<file path="src/rtl/clock_mon_pkg.sv">
// Shared types and helpers for the clock_mon frequency/lock monitor.
package clock_mon_pkg;

    typedef enum logic [1:0] {
        ST_IDLE   = 2'd0,
        ST_SYNC   = 2'd1,
        ST_TRACK  = 2'd2,
        ST_LOCKED = 2'd3
    } state_t;

    // |period - nominal| <= tol, computed without wrapping the subtraction
    function automatic logic period_ok(input logic [31:0] period,
                                       input logic [31:0] nominal,
                                       input logic [31:0] tol);
        logic [31:0] diff;
        diff = (period >= nominal) ? (period - nominal) : (nominal - period);
        return diff <= tol;
    endfunction

endpackage

</file>
<file path="src/rtl/clock_mon_edge_sync.sv">
// Synchronizer and registered rising-edge pulse for the monitored clock.
// CLOCK_MON_DEGLITCH_EN: accept an edge only after two consecutive high samples.
module clock_mon_edge_sync (
    input  logic i_clk50mhz,
    input  logic i_rst_n,
    input  logic i_clk_mon,
    output logic o_edge
);

    logic sync_p0;
    logic sync_p1;
    logic hist_p2;
`ifdef CLOCK_MON_DEGLITCH_EN
    logic hist_p3;
`endif

    always_ff @(posedge i_clk50mhz or negedge i_rst_n) begin
        if (!i_rst_n) begin
            sync_p0 <= 1'b0;
            sync_p1 <= 1'b0;
            hist_p2 <= 1'b0;
`ifdef CLOCK_MON_DEGLITCH_EN
            hist_p3 <= 1'b0;
`endif
            o_edge  <= 1'b0;
        end else begin
            // synchronizer -> history -> registered edge pulse
            sync_p0 <= i_clk_mon;
            sync_p1 <= sync_p0;
            hist_p2 <= sync_p1;
`ifdef CLOCK_MON_DEGLITCH_EN
            hist_p3 <= hist_p2;
            o_edge  <= sync_p1 & hist_p2 & ~hist_p3;
`else
            o_edge  <= sync_p1 & ~hist_p2;
`endif
        end
    end

endmodule

</file>
<file path="src/rtl/clock_mon.sv">
// Period/lock monitor for a slow asynchronous clock, measured in i_clk50mhz cycles.
// Optional macro CLOCK_MON_DEGLITCH_EN enables single-cycle glitch rejection in the edge detector.
module clock_mon
    import clock_mon_pkg::*;
#(
    parameter int P_NOMINAL  = 10,
    parameter int P_TOL      = 1,
    parameter int P_LOCK_CNT = 4,
    parameter int P_TIMEOUT  = 32,
    parameter int P_CW       = 8
) (
    input  logic            i_clk50mhz,
    input  logic            i_rst_n,
    input  logic            i_clk_mon,
    input  logic            i_enable,
    input  logic            i_clear,
    output logic [P_CW-1:0] o_period,
    output logic            o_period_valid,
    output logic            o_locked,
    output logic            o_lost
);

    localparam logic [P_CW-1:0] TIMEOUT_C = P_CW'(P_TIMEOUT);
    localparam logic [P_CW-1:0] LOCK_C    = P_CW'(P_LOCK_CNT);

    function automatic logic [P_CW-1:0] sat_inc(input logic [P_CW-1:0] v);
        return (&v) ? v : v + 1'b1;
    endfunction

    logic            edge_p3;
    state_t          state, state_nxt;
    logic [P_CW-1:0] r_cnt, cnt_nxt;
    logic [P_CW-1:0] good_cnt, good_nxt;
    logic [P_CW-1:0] period_meas;
    logic            in_tol;
    logic            upd;
    logic            lost_set;

    clock_mon_edge_sync u_edge_sync (
        .i_clk50mhz (i_clk50mhz),
        .i_rst_n    (i_rst_n),
        .i_clk_mon  (i_clk_mon),
        .o_edge     (edge_p3)
    );

    assign period_meas = sat_inc(r_cnt);
    assign in_tol      = period_ok(32'(period_meas), 32'(P_NOMINAL), 32'(P_TOL));
    assign o_locked    = (state == ST_LOCKED);

    always_comb begin
        state_nxt = state;
        cnt_nxt   = sat_inc(r_cnt);
        good_nxt  = good_cnt;
        upd       = 1'b0;
        lost_set  = 1'b0;
        if (!i_enable) begin
            state_nxt = ST_IDLE;
            cnt_nxt   = '0;
            good_nxt  = '0;
        end else begin
            case (state)
                ST_IDLE: begin
                    cnt_nxt   = '0;
                    good_nxt  = '0;
                    state_nxt = ST_SYNC;
                end
                ST_SYNC: begin
                    // first edge only aligns the counter; that period is partial
                    if (edge_p3) begin
                        cnt_nxt   = '0;
                        good_nxt  = '0;
                        state_nxt = ST_TRACK;
                    end
                end
                ST_TRACK: begin
                    if (edge_p3) begin
                        cnt_nxt = '0;
                        upd     = 1'b1;
                        if (in_tol) begin
                            good_nxt = good_cnt + 1'b1;
                            if (good_cnt + 1'b1 >= LOCK_C) state_nxt = ST_LOCKED;
                        end else begin
                            good_nxt = '0;
                        end
                    end else if (r_cnt >= TIMEOUT_C) begin
                        good_nxt  = '0;
                        state_nxt = ST_SYNC;
                    end
                end
                ST_LOCKED: begin
                    if (edge_p3) begin
                        cnt_nxt = '0;
                        upd     = 1'b1;
                        if (!in_tol) begin
                            good_nxt  = '0;
                            lost_set  = 1'b1;
                            state_nxt = ST_TRACK;
                        end
                    end else if (r_cnt >= TIMEOUT_C) begin
                        good_nxt  = '0;
                        lost_set  = 1'b1;
                        state_nxt = ST_SYNC;
                    end
                end
                default: state_nxt = ST_IDLE;
            endcase
        end
    end

    always_ff @(posedge i_clk50mhz or negedge i_rst_n) begin
        if (!i_rst_n) begin
            state          <= ST_IDLE;
            r_cnt          <= '0;
            good_cnt       <= '0;
            o_period       <= '0;
            o_period_valid <= 1'b0;
            o_lost         <= 1'b0;
        end else begin
            state          <= state_nxt;
            r_cnt          <= cnt_nxt;
            good_cnt       <= good_nxt;
            o_period_valid <= upd;
            if (upd) o_period <= period_meas;
            // a set in the same cycle as a clear takes priority
            o_lost         <= lost_set | (o_lost & ~i_clear);
        end
    end

endmodule

</file>
<file path="config.mk">
export PLATFORM = sky130hd
export DESIGN_NAME = clock_mon
export DESIGN_NICKNAME = d
export VERILOG_FILES = /design/src/rtl/clock_mon_pkg.sv /design/src/rtl/clock_mon_edge_sync.sv /design/src/rtl/clock_mon.sv
export SDC_FILE = /design/constraint.sdc
export NUM_CORES = 1
export LEC_CHECK = 0
export ABC_AREA = 1
export BUFFER_PORTS_ARGS = -buffer_cell sky130_fd_sc_hd__buf_2
export CAP_MARGIN = 20
export CORE_MARGIN = 5
export CORE_UTILIZATION = 41
export CTS_CLUSTER_DIAMETER = 40
export CTS_CLUSTER_SIZE = 28
export DETAILED_ROUTE_END_ITERATION = 8
export MAX_ROUTING_LAYER = met4
export PLACE_DENSITY = 0.64
export RECOVER_POWER = 100
export SLEW_MARGIN = 20
export SYNTH_ARGS = -nofsm -noshare
export SYNTH_HDL_FRONTEND = slang
export SYNTH_SLANG_ARGS = --single-unit
</file>
<file path="constraint.sdc">
create_clock -name i_clk50mhz -period 6.05 [get_ports i_clk50mhz]
set_clock_uncertainty 0.05 [all_clocks]
set_input_delay 0.3025 -clock i_clk50mhz [delete_from_list [all_inputs] [get_ports i_clk50mhz]]
set_output_delay 0.3025 -clock i_clk50mhz [all_outputs]
set_load 0.01 [all_outputs]
</file>
==> flow_metrics.tcl <==
set metrics [dict create \
    status "complete, but fails checks" \
    violations "max-capacitance violations, max-slew violations" \
    cts_setup_buffers 0 \
    path_cells "ha_1 -> nand2_1 -> nor2_1 -> nand2_1 -> clkinvlp_2 -> nor2_1 -> ha_1 -> inv_1 -> nand2_1 -> inv_1 -> nand2_1 -> nand2_1 -> clkinv_1 -> nor2_1 -> nand4_4 -> nand2_1 -> nand2_1 -> nand2_1" \
    grtUsageMet3 0.0348 \
    leakage_nw 1.09 \
    grt_use_met1 0.194 \
    synth_common_cells "nand2_1 (74), inv_1 (37), dfrtp_1 (32)" \
    grt_pass1_wl_mm 7.07 \
    clock.fmax_ghz 0.267 \
    synth_seq_cells 32 \
    grt_max_degree 33 \
    n_fill_cell 474 \
    cp_top_family "simple AND/OR/NAND/NOR gates" \
    crit_fanout 9 \
    netlist_area_sq_um 2050 \
    finalHoldViolCount 0 \
    avgRoutedWirePerCell_um 11.6 \
    syn_to_final_growth_pct 9.10 \
    power.density_nw_per_um2 287 \
    setup_viol 0 \
    die_y_um 80.7 \
    synth_cells 269 \
    drt_iter0_markers 89 \
    cpMostUsedCell "nand2_1" \
    finalWeightedCongestion 0.888 \
    setup_tns_ps 0 \
    ys_seq_area_frac 0.391 \
    clkTransAtPathRegs_ps 70 \
    design.core.area_sq_um 4790 \
    cp_num_buf_inv 4 \
    drive_gt1_frac 0.0830 \
    slew_headroom -0.137 \
    cts_hold_buf 0 \
    yosysUniqueCellTypes 30 \
    required_ps 6220 \
    clock-root-buffer "clkbuf_8" \
    cp-start-kind "flip-flop" \
    yosysMostFrequentCell "nand2_1" \
    start_util 0.428 \
    grt_pass1_vias 1575 \
    diodes 0 \
    wl_mm 4.12 \
    grt_overflow 0 \
    drv.max_cap_violation_count 1 \
    grt_util_met2 0.216 \
    numClockSinks 32 \
    vias 1669 \
    cts_buffers 5 \
    critPathSlowestCell "nor2_1" \
    place_hpwl_mm 3.06 \
    async_flop_share 1.00 \
    yosysTopAreaCellShare 0.391 \
    port_buffers 15 \
    ys.flop_type "dfrtp_1" \
    power.internal_uw 430 \
    antenna_found_initial 0 \
    ctsResizeCount 0 \
    multiInputGateArea_sq_um 1010 \
    combinationalPowerShare 0.267 \
    ir_worst_vdd_v 0.000131 \
    fin_crit_ps 3750 \
    rrSetupSlack_ps 2300 \
    drc 0 \
    final.period_utilization 0.620 \
    ff_latch_area_sq_um 801 \
    rsz0062_at_grt "no" \
    arrival_ps 3930 \
    die_w_um 80.7 \
    synth_edf_count 0 \
    tightest_slew_ps 1710 \
    rows 25 \
    cts_tree "done" \
    grtUsageTotal 0.145 \
    synth_warnings 0 \
    synth_fp_nets 283 \
    die_area_sq_um 6510 \
    synth_area_leader_cell "dfrtp_1" \
    critPathCaptureType "flip-flop" \
    hold_path.class "input port to flip-flop" \
    syn_area_per_cell_sq_um 7.62 \
    crit_type "flip-flop to flip-flop" \
    clkPwrFrac 0.351 \
    timing.hold.ws_ps 73.4 \
    ant_nets 0 \
    maxSlewViolCount 33 \
    grt.busiest_layer "met2" \
    p_switching_uw 212 \
    p_sw_frac 0.330 \
    dr.pass1.iters 4 \
    clk_latency_ps 290 \
    seqPwrFrac 0.382 \
    cts_max_level 2 \
    yosys-top-cells-area "dfrtp_1 (39%), nand2_1 (14%), inv_1 (6.8%)" \
    worst_path_largest_cell_delay_ps 590 \
    fin_nets 302 \
    clockBufferDepth 2 \
    ios 16 \
    viasPerCell 4.69 \
]
power by group through the flow:
| stage | registers (mW) | logic, mW | clock network (mW) |
|---|---|---|---|
| finish | 0.245 | 0.171 | 0.225 |
| global placement | 0.249 | 0.190 | 0 |
| detailed placement | 0.249 | 0.189 | 0 |
| global route | 0.248 | 0.196 | 0.242 |
| CTS | 0.245 | 0.191 | 0.230 |
| floorplan | 0.250 | 0.146 | 0 |
cells in the final DEF (no fill, tap or decap), drive strengths merged:
master and instances:
a2111oi 1, a21oi 1, buf 3, bufinv 1
clkbuf 19, clkinv 1, clkinvlp 1, dfrtp 32
ha 9, inv 39, nand2 83, nand3 20
nand4 9, nor2 36, nor3 2, nor4 1
o21ai 19, o21bai 1, o22ai 1, or2 2
xnor2 1, xor2 7
per-layer routing:
layer | up-vias | wire length [um]
met5 | - | 0
li1 | 876 | -
met2 | 20 | 1740
met4 | 0 | 68
met3 | 6 | 135
met1 | 767 | 2180
flip-flops by register name, summed over array words and instances (netlist names):
name,cells
good_cnt,8
u_edge_sync.sync_p0,1
u_edge_sync.o_edge,1
o_lost,1
o_period_valid,1
u_edge_sync.sync_p1,1
r_cnt,8
u_edge_sync.hist_p2,1
o_period,8
state,2
metrics by stage:
stage                     instances  power, mW  utilization  instance area (sq um)  setup slack (ps)
after floorplan                 269      0.396            -                   2050              3730
after global placement          348      0.439        0.459                   2190              3560
after detailed placement        348      0.438        0.459                   2190              3520
after CTS                       356      0.665        0.485                   2320              3490
after global routing            356      0.687        0.467                   2240              1810
final                           356      0.641        0.467                   2240              2300
worst paths after layout:
path / from / to / cells past startpoint
setup reg to reg: r_cnt[0] / good_cnt[6] / 18
min in group asynchronous: i_rst_n / good_cnt[1] / 1
max in group asynchronous: i_rst_n / u_edge_sync.o_edge / 1
setup / recovery: r_cnt[0] / good_cnt[6] / 18
hold / removal: i_clk_mon / u_edge_sync.sync_p0 / 1
hold reg to reg: u_edge_sync.sync_p0 / u_edge_sync.sync_p1 / 0
layout make-up:
class / instances / share of cell area
Multi-Input combinational cell: 193 / 0.452
Sequential cell: 32 / 0.358
Inverter: 41 / 0.0694
Clock buffer: 7 / 0.0431
Tap cell: 67 / 0.0375
Timing Repair Buffer: 15 / 0.0269
Clock inverter: 1 / 0.0134
cell families after synthesis:
logic type / share of synthesized area
AOI/OAI and AO/OA: 0.0598
xor gates and xnor gates: 0.0342
adders and majority gates: 0.0549
buffers and inverters: 0.0830
DFF: 0.391
and+or+nand+nor: 0.377
No activity file was read; power rests on OpenSTA's default activity.
